==> src/rtl/edge_detection_pkg.sv <==
// Shared definitions for the edge-detection pipeline: output FSM state
// encoding, default image geometry and the G-memory address width.
package edge_detection_pkg;

  localparam int IMG_W         = 64;
  localparam int IMG_H         = 64;
  localparam int DEF_DATA_W    = 8;
  localparam int DEF_OUT_COUNT = (IMG_W - 2) * (IMG_H - 2);
  localparam int DEF_ADDR_W    = 12;

  typedef enum logic [1:0] {
    ST_IDLE     = 2'd0,
    ST_STREAM   = 2'd1,
    ST_DONE     = 2'd2,
    ST_WAIT_LOW = 2'd3
  } out_state_t;

  // A new read may be issued only when every outstanding word (queued plus
  // the one still coming back from memory) leaves a free FIFO slot.
  function automatic logic fifo_has_room(input logic [1:0] count, input logic inflight);
    return ({1'b0, count} + {2'b00, inflight}) < 3'd3;
  endfunction

endpackage

==> src/rtl/edge_stream_fifo.sv <==
// Three-entry synchronous show-ahead FIFO buffering G-memory read data
// ahead of the Avalon-ST output. Push and pop in the same cycle are legal.
module edge_stream_fifo #(
  parameter int DATA_W = 8
) (
  input  logic              i_clk,
  input  logic              i_rst,
  input  logic              i_push,
  input  logic [DATA_W-1:0] i_push_data,
  input  logic              i_pop,
  output logic [DATA_W-1:0] o_head,
  output logic              o_full,
  output logic              o_empty,
  output logic [1:0]        o_count
);

  localparam logic [1:0] LAST_IDX = 2'd2;

  logic [DATA_W-1:0] r_mem [0:2];
  logic [1:0]        r_wr_ptr;
  logic [1:0]        r_rd_ptr;
  logic [1:0]        r_count;
  logic              w_push_ok;
  logic              w_pop_ok;

  assign o_full    = (r_count == 2'd3);
  assign o_empty   = (r_count == 2'd0);
  assign o_count   = r_count;
  assign o_head    = r_mem[r_rd_ptr];
  assign w_push_ok = i_push && !o_full;
  assign w_pop_ok  = i_pop && !o_empty;

  // Storage array; contents are don't-care while the FIFO is empty.
  always_ff @(posedge i_clk) begin
    if (w_push_ok) begin
      r_mem[r_wr_ptr] <= i_push_data;
    end
  end

  // Pointer and occupancy bookkeeping with wrap at the third entry.
  always_ff @(posedge i_clk) begin
    if (i_rst) begin
      r_wr_ptr <= 2'd0;
      r_rd_ptr <= 2'd0;
      r_count  <= 2'd0;
    end else begin
      if (w_push_ok) begin
        r_wr_ptr <= (r_wr_ptr == LAST_IDX) ? 2'd0 : r_wr_ptr + 2'd1;
      end
      if (w_pop_ok) begin
        r_rd_ptr <= (r_rd_ptr == LAST_IDX) ? 2'd0 : r_rd_ptr + 2'd1;
      end
      if (w_push_ok && !w_pop_ok) begin
        r_count <= r_count + 2'd1;
      end else if (!w_push_ok && w_pop_ok) begin
        r_count <= r_count - 2'd1;
      end
    end
  end

endmodule

==> src/rtl/edge_output_streamer.sv <==
// Reads the completed G memory sequentially and emits it as one Avalon-ST
// packet with backpressure, then pulses outputSent_o to the controller.
// Optional build macro EDGE_OUT_THRESH_EN adds thresh_i and turns the
// output into a binary edge map (all-ones where gradient >= threshold).
module edge_output_streamer
  import edge_detection_pkg::*;
#(
  parameter int DATA_W    = DEF_DATA_W,
  parameter int OUT_COUNT = DEF_OUT_COUNT,
  parameter int ADDR_W    = DEF_ADDR_W
) (
  input  logic              clk_i,
  input  logic              rst_i,
  input  logic              dataAvailable_i,
`ifdef EDGE_OUT_THRESH_EN
  input  logic [DATA_W-1:0] thresh_i,
`endif
  output logic [ADDR_W-1:0] memGaddr_o,
  input  logic [DATA_W-1:0] memGrdData_i,
  output logic              memGrd_o,
  output logic [DATA_W-1:0] avst_data_o,
  output logic              avst_valid_o,
  input  logic              avst_ready_i,
  output logic              avst_sop_o,
  output logic              avst_eop_o,
  output logic              outputSent_o,
  output logic              busy_o
);

  // Counters carry one extra bit so "all reads issued" (== OUT_COUNT) is
  // representable even when OUT_COUNT == 2**ADDR_W.
  localparam logic [ADDR_W:0]   CNT_END   = (ADDR_W + 1)'(OUT_COUNT);
  localparam logic [ADDR_W:0]   CNT_LAST  = (ADDR_W + 1)'(OUT_COUNT - 1);
  localparam logic [ADDR_W:0]   CNT_ONE   = (ADDR_W + 1)'(1);
  localparam logic [ADDR_W-1:0] ADDR_LAST = ADDR_W'(OUT_COUNT - 1);

  out_state_t        r_state;
  logic [ADDR_W:0]   r_addr;
  logic [ADDR_W:0]   r_beat;
  logic              r_inflight;
  logic              w_issue;
  logic              w_xfer;
  logic              w_last_xfer;
  logic              w_valid;
  logic [DATA_W-1:0] w_head;
  logic [DATA_W-1:0] w_beat_data;
  logic              w_full;
  logic              w_empty;
  logic [1:0]        w_count;

  assign w_issue     = (r_state == ST_STREAM) && (r_addr < CNT_END)
                       && fifo_has_room(w_count, r_inflight);
  assign w_valid     = !w_empty;
  assign w_xfer      = w_valid && avst_ready_i;
  assign w_last_xfer = w_xfer && (r_beat == CNT_LAST);

  edge_stream_fifo #(
    .DATA_W (DATA_W)
  ) u_fifo (
    .i_clk       (clk_i),
    .i_rst       (rst_i),
    .i_push      (r_inflight),
    .i_push_data (memGrdData_i),
    .i_pop       (w_xfer),
    .o_head      (w_head),
    .o_full      (w_full),
    .o_empty     (w_empty),
    .o_count     (w_count)
  );

`ifdef EDGE_OUT_THRESH_EN
  logic [DATA_W-1:0] r_thresh;

  // Threshold is frozen for the whole packet at the start of streaming.
  always_ff @(posedge clk_i) begin
    if (rst_i) begin
      r_thresh <= '0;
    end else if (r_state == ST_IDLE && dataAvailable_i) begin
      r_thresh <= thresh_i;
    end
  end

  assign w_beat_data = (w_head >= r_thresh) ? '1 : '0;
`else
  assign w_beat_data = w_head;
`endif

  // Packet sequencer: read issue, beat counting and the controller handshake.
  always_ff @(posedge clk_i) begin
    if (rst_i) begin
      r_state    <= ST_IDLE;
      r_addr     <= '0;
      r_beat     <= '0;
      r_inflight <= 1'b0;
    end else begin
      r_inflight <= w_issue;
      case (r_state)
        ST_IDLE: begin
          r_addr <= '0;
          r_beat <= '0;
          if (dataAvailable_i) begin
            r_state <= ST_STREAM;
          end
        end
        ST_STREAM: begin
          if (w_issue) begin
            r_addr <= r_addr + CNT_ONE;
          end
          if (w_xfer) begin
            r_beat <= r_beat + CNT_ONE;
          end
          if (w_last_xfer) begin
            r_state <= ST_DONE;
          end
        end
        ST_DONE: begin
          r_state <= ST_WAIT_LOW;
        end
        default: begin
          if (!dataAvailable_i) begin
            r_state <= ST_IDLE;
          end
        end
      endcase
    end
  end

  assign memGrd_o     = w_issue;
  assign memGaddr_o   = (r_addr < CNT_END) ? r_addr[ADDR_W-1:0] : ADDR_LAST;
  assign avst_valid_o = w_valid;
  assign avst_data_o  = w_valid ? w_beat_data : '0;
  assign avst_sop_o   = w_valid && (r_beat == '0);
  assign avst_eop_o   = w_valid && (r_beat == CNT_LAST);
  assign outputSent_o = (r_state == ST_DONE);
  assign busy_o       = (r_state != ST_IDLE);

endmodule

==> config.mk <==
export PLATFORM = sky130hd
export DESIGN_NAME = edge_output_streamer
export DESIGN_NICKNAME = d
export VERILOG_FILES = /design/src/rtl/edge_detection_pkg.sv /design/src/rtl/edge_stream_fifo.sv /design/src/rtl/edge_output_streamer.sv
export SDC_FILE = /design/constraint.sdc
export NUM_CORES = 1
export LEC_CHECK = 0
export ABC_AREA = 1
export BUFFER_PORTS_ARGS = -buffer_cell sky130_fd_sc_hd__buf_2
export CORE_ASPECT_RATIO = 1.2
export CORE_UTILIZATION = 35
export CTS_CLUSTER_SIZE = 40
export DETAILED_ROUTE_END_ITERATION = 12
export GPL_ROUTABILITY_DRIVEN = 0
export PLACE_DENSITY = 0.56
export SYNTH_ARGS = -nofsm -noshare
export SYNTH_HDL_FRONTEND = slang
export SYNTH_SLANG_ARGS = --single-unit
==> constraint.sdc <==
create_clock -name clk_i -period 2.3 [get_ports clk_i]
set_input_delay 0 -clock clk_i [delete_from_list [all_inputs] [get_ports clk_i]]
set_output_delay 0 -clock clk_i [all_outputs]
set_load 0.005 [all_outputs]
==> results.md, run 1 <==
- Area added between synthesis and finish: 16.54%
- Synthesized area: 3237 sq um
- Hold_sp: rst_i
- Multi-input gate area: 1431 sq um
- Initial DRC count: 143
- Switch Pwr: 1.323 mW
- Die outline width: 89.79 um
- Vias: 2765
- Clk root buf: clkbuf_8
- Nets@finish: 483
- Crit Path Class: register to register
- Comb power frac: 35.7%
- Pin count of the biggest net entering global routing: 20
- Final Skew: 0.009747 ns
- Worst-skew pair later-pin latency: 0.34 ns
- Worst setup EP type: register
- R2R setup slack: 0.40 ns
- First-pass GRT wire length: 11440 um
- DRT antenna net count: 0
- Remaining DRCs: 0
- TritonCTS clock tree: done
- Final Hold Viols: 0
- Post_cts resized: 0
- Critical R2R Launch: u_fifo.o_count[0]
- WL/cell: 11.87 um
- Final Max Slew Viols: 0
- Hold Crit Endpoint: r_inflight
- Drt via density: 4.710
- Reg area: 1461 sq um
- Core area: 9034 sq um
- CP Data Arrival Time: 2.13 ns
- Switching part of the total: 38.67%
- Overflow after GRT: 0
- DIE AREA: 9639 sq um
- Reg power frac: 39.6%
- Num CTS Buffers: 9
- Gate Count Post-Synth: 412
- Reg2reg end: u_fifo.o_count[1]
- RSZ-0062 raised after global routing: no
- Layout cells sized above 1: 18.63%
- Vias in the first global route: 2519
- Critical path launch point type: register
- Total Routing Usage GR: 15.03%
- ANT cells: 0
- Total wire length: 6970 um
- Synth cell types: 34
- Cell internal pwr: 2.099 mW
- Hold depth: 2
- Cts-stage hold buffer count: 8
- FP Rows: 38
- Pwr Density: 907.1 nW/um^2
- Initial Utilization: 35.83%
- 1st-pass router iterations: 4
- R2R depth: 8
- Avg Inst Size Synth: 7.856 sq um
- Final number of setup-violating endpoints: 0
- Post-DP HPWL: 4900 um
- Slew HR: 60.15%
- Final Cycle Share: 82.56%
- Sequential area share after synthesis: 45.15%
- Clock Path Buffers: 2
- Sum Neg Setup Slack: 0 ns
- Peak VDD IR: 0.3716 mV
- Post-DP Area: 3517 sq um
- Status: finished, final reports clean
- Synthesis Warnings: 0
- P_leak: 1.674 nW
- Worst-path clk slew: 0.08 ns
- Synthesized flop and latch total: 61
- H-Tree Depth: 3
- # port buffers: 37
- Max cap viols: 0
- Clock sinks: 61
- Initial antenna violation count: 0
- Slew @ Worst Pin: 0.5931 ns
- Syn_nets: 433
- Clock power frac: 24.6%
- CP required: 2.53 ns
- Io pins: 38
- Fin crit period: 1.899 ns
- Fill cells: 938
- Max Freq: 526.6 MHz
- Worst min-delay path category: primary input to register
- Number of setup buffers added after CTS: 0
- Worst-path fanout max: 5
- Die Height: 107.3 um
- Fin area: 3772 sq um
layout make-up:
cell class / instances / area share [%]
sequential: 61 / 38.74
multi-input combinational: 272 / 37.94
timing repair buffer: 49 / 7.828
inverter: 69 / 6.866
tap: 120 / 3.980
clock buffer: 9 / 3.284
clock inverter: 7 / 1.360
cells by family after synthesis:
logic type	count (synthesis)	synth area share [%]
DFF	61	45.15
xor gates and xnor gates	2	0.5413
adders and majority gates	9	3.479
muxes	8	2.783
buffers and inverters	79	10.63
and+or+nand+nor	195	27.10
AOI/OAI and AO/OA	58	10.32
routing by layer:
metal | wire length (um) | part of all wire, % | GRT usage, % | vias up
li1 | - | - | - | 1424
met1 | 3200 | 46 | 17.35 | 1269
met2 | 3368 | 48 | 27.03 | 64
met3 | 297 | 4.3 | 3.249 | 8
met4 | 103 | 1.5 | 5.972 | 0
met5 | 0 | 0 | 0 | -
cells in the mapped netlist:
library cell / n / share of area (%)
inv_1: 68 / 7.9
nand2_2: 9 / 1.7
o211a_1: 1 / 0.31
buf_12: 1 / 0.62
edfxtp_1: 24 / 22
nor2_2: 1 / 0.19
buf_2: 1 / 0.15
buf_6: 4 / 1.4
nor3_2: 1 / 0.31
o31ai_1: 1 / 0.23
ha_1: 9 / 3.5
clkbuf_1: 4 / 0.46
a31oi_1: 1 / 0.19
nor3_1: 8 / 1.2
nand2_4: 1 / 0.35
nor4_1: 1 / 0.19
nand4_1: 4 / 0.77
nor2_1: 51 / 5.9
mux2_2: 8 / 2.8
o21ai_0: 19 / 2.9
dfxtp_1: 37 / 23
a21oi_1: 26 / 4.0
nand2_1: 79 / 9.2
xor2_1: 2 / 0.54
nand3_1: 34 / 5.3
a21oi_2: 8 / 2.2
inv_2: 1 / 0.12
a211oi_1: 1 / 0.23
nor3b_1: 2 / 0.46
or2_2: 1 / 0.19
nor3b_4: 1 / 0.58
nand3_4: 1 / 0.54
and2_1: 1 / 0.19
o21bai_1: 1 / 0.23
registers in the layout, summed over array words and instances (netlist names), named ones only:
register and cells:
r_addr 13, r_beat 13, r_inflight 1, r_state 2, u_fifo.o_count 2, u_fifo.r_mem 24, u_fifo.r_rd_ptr 2, u_fifo.r_wr_ptr 2
critical path, cell delays in order, from the launching register on:
cell	delay (ns)
dfxtp_1	0.39
inv_1	0.08
o21ai_0	0.43
inv_1	0.13
ha_1	0.32
a21oi_1	0.11
o21ai_0	0.11
o21ai_0	0.16
a21oi_1	0.06
power groups by stage:
stage          registers, mW  logic, mW  clock network [mW]
6_report                1.36       1.22               0.843
5_1_grt                 1.38       1.37               0.920
4_1_cts                 1.36       1.23               0.871
3_5_place_dp            1.38       1.22                   0
3_3_place_gp            1.38       1.20                   0
2_1_floorplan           1.33      0.959                   0
worst max-delay path by stage:
| stage | start | to | slack [ns] | depth (start not counted) |
|---|---|---|---|---|
| CTS | r_state[1] | memGrd_o | 0.39 | 7 |
| global placement | u_fifo.o_count[0] | u_fifo.o_count[1] | 0.53 | 8 |
| global route | u_fifo.o_count[0] | u_fifo.o_count[1] | 0.26 | 8 |
| finish | u_fifo.o_count[0] | u_fifo.o_count[1] | 0.40 | 8 |
| floorplan | u_fifo.o_count[0] | u_fifo.o_count[1] | 0.62 | 8 |
| detailed placement | u_fifo.o_count[0] | u_fifo.o_count[1] | 0.41 | 8 |
through the flow:
| step | util, % | setup slack (ns) | cells | hold slack [ns] | power [mW] |
|---|---|---|---|---|---|
| 6_report | 41.76 | 0.4010 | 587 | 0.08432 | 3.422 |
| 3_3_place_gp | 38.93 | 0.5324 | 563 | 0.2013 | 2.575 |
| 4_1_cts | 41.76 | 0.3885 | 587 | 0.07806 | 3.466 |
| 2_1_floorplan | - | 0.6233 | 412 | 0.09887 | 2.289 |
| 3_5_place_dp | 38.93 | 0.4074 | 563 | 0.2048 | 2.602 |
| 5_1_grt | 41.76 | 0.2596 | 587 | 0.1039 | 3.663 |
placed cells by master (no fill, tap or decap), drive strengths merged, types with 2 or more instances in the layout:
cell,n
nand2,89
inv,70
nor2,52
buf,41
dfxtp,37
nand3,35
a21oi,34
edfxtp,24
o21ai,19
ha,9
clkbuf,9
nor3,9
mux2,8
dlygate4sd3,8
clkinv,6
nand4,4
nor3b,3
xor2,2
Power figures use the tool's default switching activity.
==> run 2, diff against run 1 <==
clock period = 1.85 ns   (was 2.3 ns; I/O delays follow)
==> run 2 against run 1 <==
Against the previous run: cell count increased by 2.2%; die area stayed put; clock skew increased by 0.0037 ns; total power is 33% higher; combinational power grew 34%; cell area is 3.6% higher; non-clock buffer count rose by 13; routed wire length up 1.4%; sequential power up 24%; worst hold slack lost 0.015 ns; register-to-register slack got worse by 0.23 ns; count of clock-buffer cells in the layout stayed put.
==> results.md, run 2 (same netlist as run 1, synthesis figures left out) <==
- Top flop regs: u_fifo.r_mem: 24 flops, r_addr: 13 flops, r_beat: 13 flops
- Pin count of the biggest net entering global routing: 19
- CP Data Arrival Time: 1.77 ns
- Pwr Density: 1166 nW/um^2
- TritonCTS clock tree: done
- Most common cell after layout, fill and taps aside: nand2_1
- Final Cycle Share: 95.44%
- Worst-path clk slew: 0.08 ns
- Fill cells: 953
- Number of flip-flops in the largest register: 24
- Clock sinks: 61
- Worst-skew pair later-pin latency: 0.35 ns
- Critical path launch point type: register
- Peak VDD IR: 0.5497 mV
- Core area: 9034 sq um
- DIE AREA: 9639 sq um
- Fin crit period: 1.766 ns
- Most frequent cells in the layout: nand2_1, inv_1, nor2_1
- Final Core Density: 43.27%
- Clock Path Buffers: 2
- First-pass GRT wire length: 11650 um
- Area added between synthesis and finish: 20.76%
- Initial DRC count: 105
- Critical R2R Launch: u_fifo.o_count[0]
- Crit Path Class: register to output pin
- R2R depth: 9
- Clk root buf: clkbuf_8
- Final Hold Viols: 0
- Slew @ Worst Pin: 0.5100 ns
- Setup crit start: u_fifo.o_count[0]
- Fin area: 3909 sq um
- Nets@finish: 496
- CP Capture Point: memGrd_o
- Io pins: 38
- Vias in the first global route: 2578
- Max Freq: 566.3 MHz
- R2R setup slack: 0.17 ns
- Num CTS Buffers: 9
- Worst setup EP type: output pin
- Slew HR: 65.95%
- Total Power: 4.559 mW
- Die Height: 107.3 um
- Non-Filler Instances: 600
- Final Max Slew Viols: 0
- CP required: 1.85 ns
- Overflow after GRT: 0
- Vias: 2778
- # port buffers: 37
- H-Tree Depth: 3
- Remaining DRCs: 0
- Largest Register: u_fifo.r_mem
- Final Skew: 0.01348 ns
- Initial Utilization: 35.83%
- WL/cell: 11.78 um
- Reg2reg end: r_addr[10]
- Placed Cells: 574
- Die outline width: 89.79 um
- Worst min-delay path category: primary input to register
- Worst-path fanout max: 6
- Layout cells sized above 1: 21.67%
- Total Routing Usage GR: 15.31%
- DRT antenna net count: 0
- RSZ-0062 raised after global routing: no
- Drt via density: 4.630
- ANT cells: 0
- Total wire length: 7066 um
- Initial antenna violation count: 0
- Status: finished, final reports clean
- FP Rows: 38
- 1st-pass router iterations: 5
- P_leak: 1.755 nW
- Post-DP Area: 3600 sq um
- Sum Neg Setup Slack: 0 ns
- Final number of setup-violating endpoints: 0
- Post-DP HPWL: 5011 um
- Max cap viols: 0
-- run 2: area by class of cell --
type	count	area, sq um	area share [%]
Clock buffer	9	123.9	3.169
Sequential cell	61	1463	37.42
Multi-Input combinational cell	272	1439	36.81
Tap cell	120	150.1	3.841
Timing Repair Buffer	62	392.9	10.05
Inverter	69	259.0	6.626
Clock inverter	7	81.33	2.081
-- run 2: through the flow --
stage	setup slack (ns)	hold WS, ns
floorplan	0.1733	0.09887
global route	0.003926	0.09523
CTS	0.05557	0.06063
finish	0.08429	0.06933
global placement	0.1427	0.2028
detailed placement	0.1266	0.2049
-- run 2: report_power, final --
part           internal (mW)  total [mW]  switching [mW]
clock network          0.643        1.24           0.597
logic                  0.663        1.64           0.973
registers               1.55        1.68           0.136
-- run 2: repair_timing --
action,in CTS,in global routing
setup buffers,2,0
gates cloned,0,0
gates resized for setup,0,4
hold buffers,8,0
setup endpoints to repair,1,8
pin swaps,1,0
endpoints found under the hold margin,24,0
-- run 2: how the worst min path moves through the flow --
stage	startpoint	endpoint	slack (ns)	depth (start not counted)
2_1_floorplan	memGrdData_i[0]	u_fifo.r_mem[0][0]	0.1	0
3_3_place_gp	memGrdData_i[0]	u_fifo.r_mem[1][0]	0.20	1
3_5_place_dp	memGrdData_i[0]	u_fifo.r_mem[0][0]	0.20	1
4_1_cts	rst_i	r_beat[7]	0.06	4
5_1_grt	rst_i	r_addr[2]	0.1	3
6_report	rst_i	r_beat[7]	0.07	4
-- run 2: layer usage --
layer | part of all wire [%] | vias to the layer above | GRT usage (%)
li1 | - | 1453 | -
met1 | 47 | 1239 | 18.22
met2 | 48 | 76 | 26.81
met3 | 3.8 | 10 | 3.178
met4 | 1.3 | 0 | 6.440
met5 | 0 | - | 0
-- run 2: worst max-delay path, cell delays in order, from the launching register on --
cell     delay, ns
dfxtp_2       0.34
ha_1          0.19
ha_1          0.27
nand2_1       0.07
nor3b_4       0.20
nand3_4       0.14
inv_1         0.10
buf_2         0.11
==> run 3, diff against run 2 <==
BUFFER_PORTS_ARGS = -buffer_cell sky130_fd_sc_hd__clkbuf_2   (was -buffer_cell sky130_fd_sc_hd__buf_2)
CTS_CLUSTER_DIAMETER = 40   (was unset)
==> run 3 against run 2 <==
Against the previous run: count of clock-buffer cells in the layout unchanged; worst hold slack better by 0.019 ns; sequential share of layout area up 0.41 points; die area unchanged; via count is 0.18% higher; flip-flop and latch count unchanged; cell area is 1.1% lower; total power shrank 4.4%; utilization decreased by 0.47 points.
==> results.md, run 3 (same netlist as run 1, synthesis figures left out) <==
- Status: finished, final reports clean
- Sum Neg Setup Slack: 0 ns
- Final Core Density: 42.80%
- Worst setup EP type: output pin
- Final number of setup-violating endpoints: 0
- ANT cells: 0
- Hold WS: 0.08865 ns
- DIE AREA: 9639 sq um
- Die Height: 107.3 um
- First-pass GRT wire length: 11830 um
- DRT antenna net count: 0
- Slew @ Worst Pin: 0.4939 ns
- Area added between synthesis and finish: 19.44%
- Worst min-delay path category: primary input to register
- Worst Path Buf+Inv: 2
- Post-DP HPWL: 4993 um
- Nets@finish: 495
- Slew HR: 67.03%
- # port buffers: 37
- Top flop regs: u_fifo.r_mem: 24 flops, r_addr: 13 flops, r_beat: 13 flops
- Fin crit period: 1.716 ns
- Max cap viols: 0
- Crit Path Class: register to output pin
- Clock Path Buffers: 2
- Worst-skew pair later-pin latency: 0.34 ns
- Max Freq: 582.8 MHz
- Largest delay share family, worst path: adder cells
- Number of flip-flops in the largest register: 24
- Pin count of the biggest net entering global routing: 19
- Slowest cell on crit path: dfxtp_2
- Clk root buf: clkbuf_8
- Total Routing Usage GR: 15.44%
- Io pins: 38
- FP Rows: 38
- 1st-pass router iterations: 4
- WL/cell: 11.77 um
- Initial antenna violation count: 0
- Num CTS Buffers: 9
- Total wire length: 7053 um
- Core area: 9034 sq um
- Peak VDD IR: 0.4561 mV
- Critical path launch point type: register
- Most common cell after layout, fill and taps aside: nand2_1
- Vias: 2783
- R2R setup slack: 0.18 ns
- Clock sinks: 61
- Pwr Density: 1127 nW/um^2
- Die outline width: 89.79 um
- Initial Utilization: 35.83%
- Drt via density: 4.646
- Fill cells: 955
- RSZ-0062 raised after global routing: no
- Final Max Slew Viols: 0
- CP required: 1.85 ns
- Final Skew: 0.01256 ns
- Final Cycle Share: 92.75%
- Most frequent cells in the layout: nand2_1, inv_1, nor2_1
- Initial DRC count: 184
- Largest Register: u_fifo.r_mem
- Layout cells sized above 1: 21.50%
- H-Tree Depth: 3
- Crit-path cells: ha_2 > ha_1 > nand2_1 > nor3b_4 > nand3_4 > inv_2 > clkbuf_2
- Remaining DRCs: 0
- TritonCTS clock tree: done
- CP Data Arrival Time: 1.72 ns
- Worst-path fanout max: 6
- P_leak: 1.704 nW
- Overflow after GRT: 0
- Vias in the first global route: 2604
- Final Hold Viols: 0
- Crit path largest cell delay: 0.35 ns
- Worst-path clk slew: 0.08 ns
## run 3: tightest hold or removal path, cell delays in order
cell	delay, ns
clkbuf_2	0.08
inv_1	0.07
nor2_2	0.05
inv_1	0.08
a211oi_1	0.09
## run 3: power by group
part | internal [mW] | total (mW) | leakage, nW | switching [mW]
combinational | 0.658 | 1.63 | 1.10 | 0.971
sequential | 1.55 | 1.68 | 0.518 | 0.135
clock | 0.488 | 1.05 | 0.0813 | 0.560
## run 3: what timing repair did
action / CTS / global route
buffers inserted: 1 / 1
hold buffers: 8 / 0
endpoints found under the hold margin: 24 / 0
setup endpoints to repair: 1 / 8
resized for setup: 0 / 5
pin swaps: 1 / 1
## run 3: final timing paths
check	startpoint	end	cells past startpoint
setup / recovery	u_fifo.o_count[0]	memGrd_o	7
hold / removal	avst_ready_i	u_fifo.r_rd_ptr[1]	5
hold reg to reg	u_fifo.r_wr_ptr[1]	u_fifo.r_wr_ptr[1]	2
setup reg to reg	u_fifo.o_count[0]	r_addr[11]	9
## run 3: final cells by class
type	instances	area (sq um)	share of cell area, %
Clock inverter	7	48.80	1.262
Multi-Input combinational cell	272	1436	37.15
Tap cell	120	150.1	3.883
Timing Repair Buffer	61	385.4	9.968
Sequential cell	61	1463	37.83
Inverter	69	259.0	6.699
Clock buffer	9	123.9	3.204
## run 3: through the flow
stage,setup WS (ns),power (mW),instance area (sq um),cells
floorplan,0.1733,2.846,3237,412
global placement,0.1468,3.280,3592,573
detailed placement,0.1035,3.306,3592,573
CTS,0.02925,4.402,3852,598
global route,0.008204,4.694,3866,599
finish,0.1342,4.359,3866,599
## run 3: routing by layer
metal	GRT usage, %	part of all wire, %	vias up
li1	-	-	1452
met1	18.81	48	1271
met2	26.65	48	58
met3	3.319	3.0	2
met4	5.972	0.52	0
met5	0	0	-
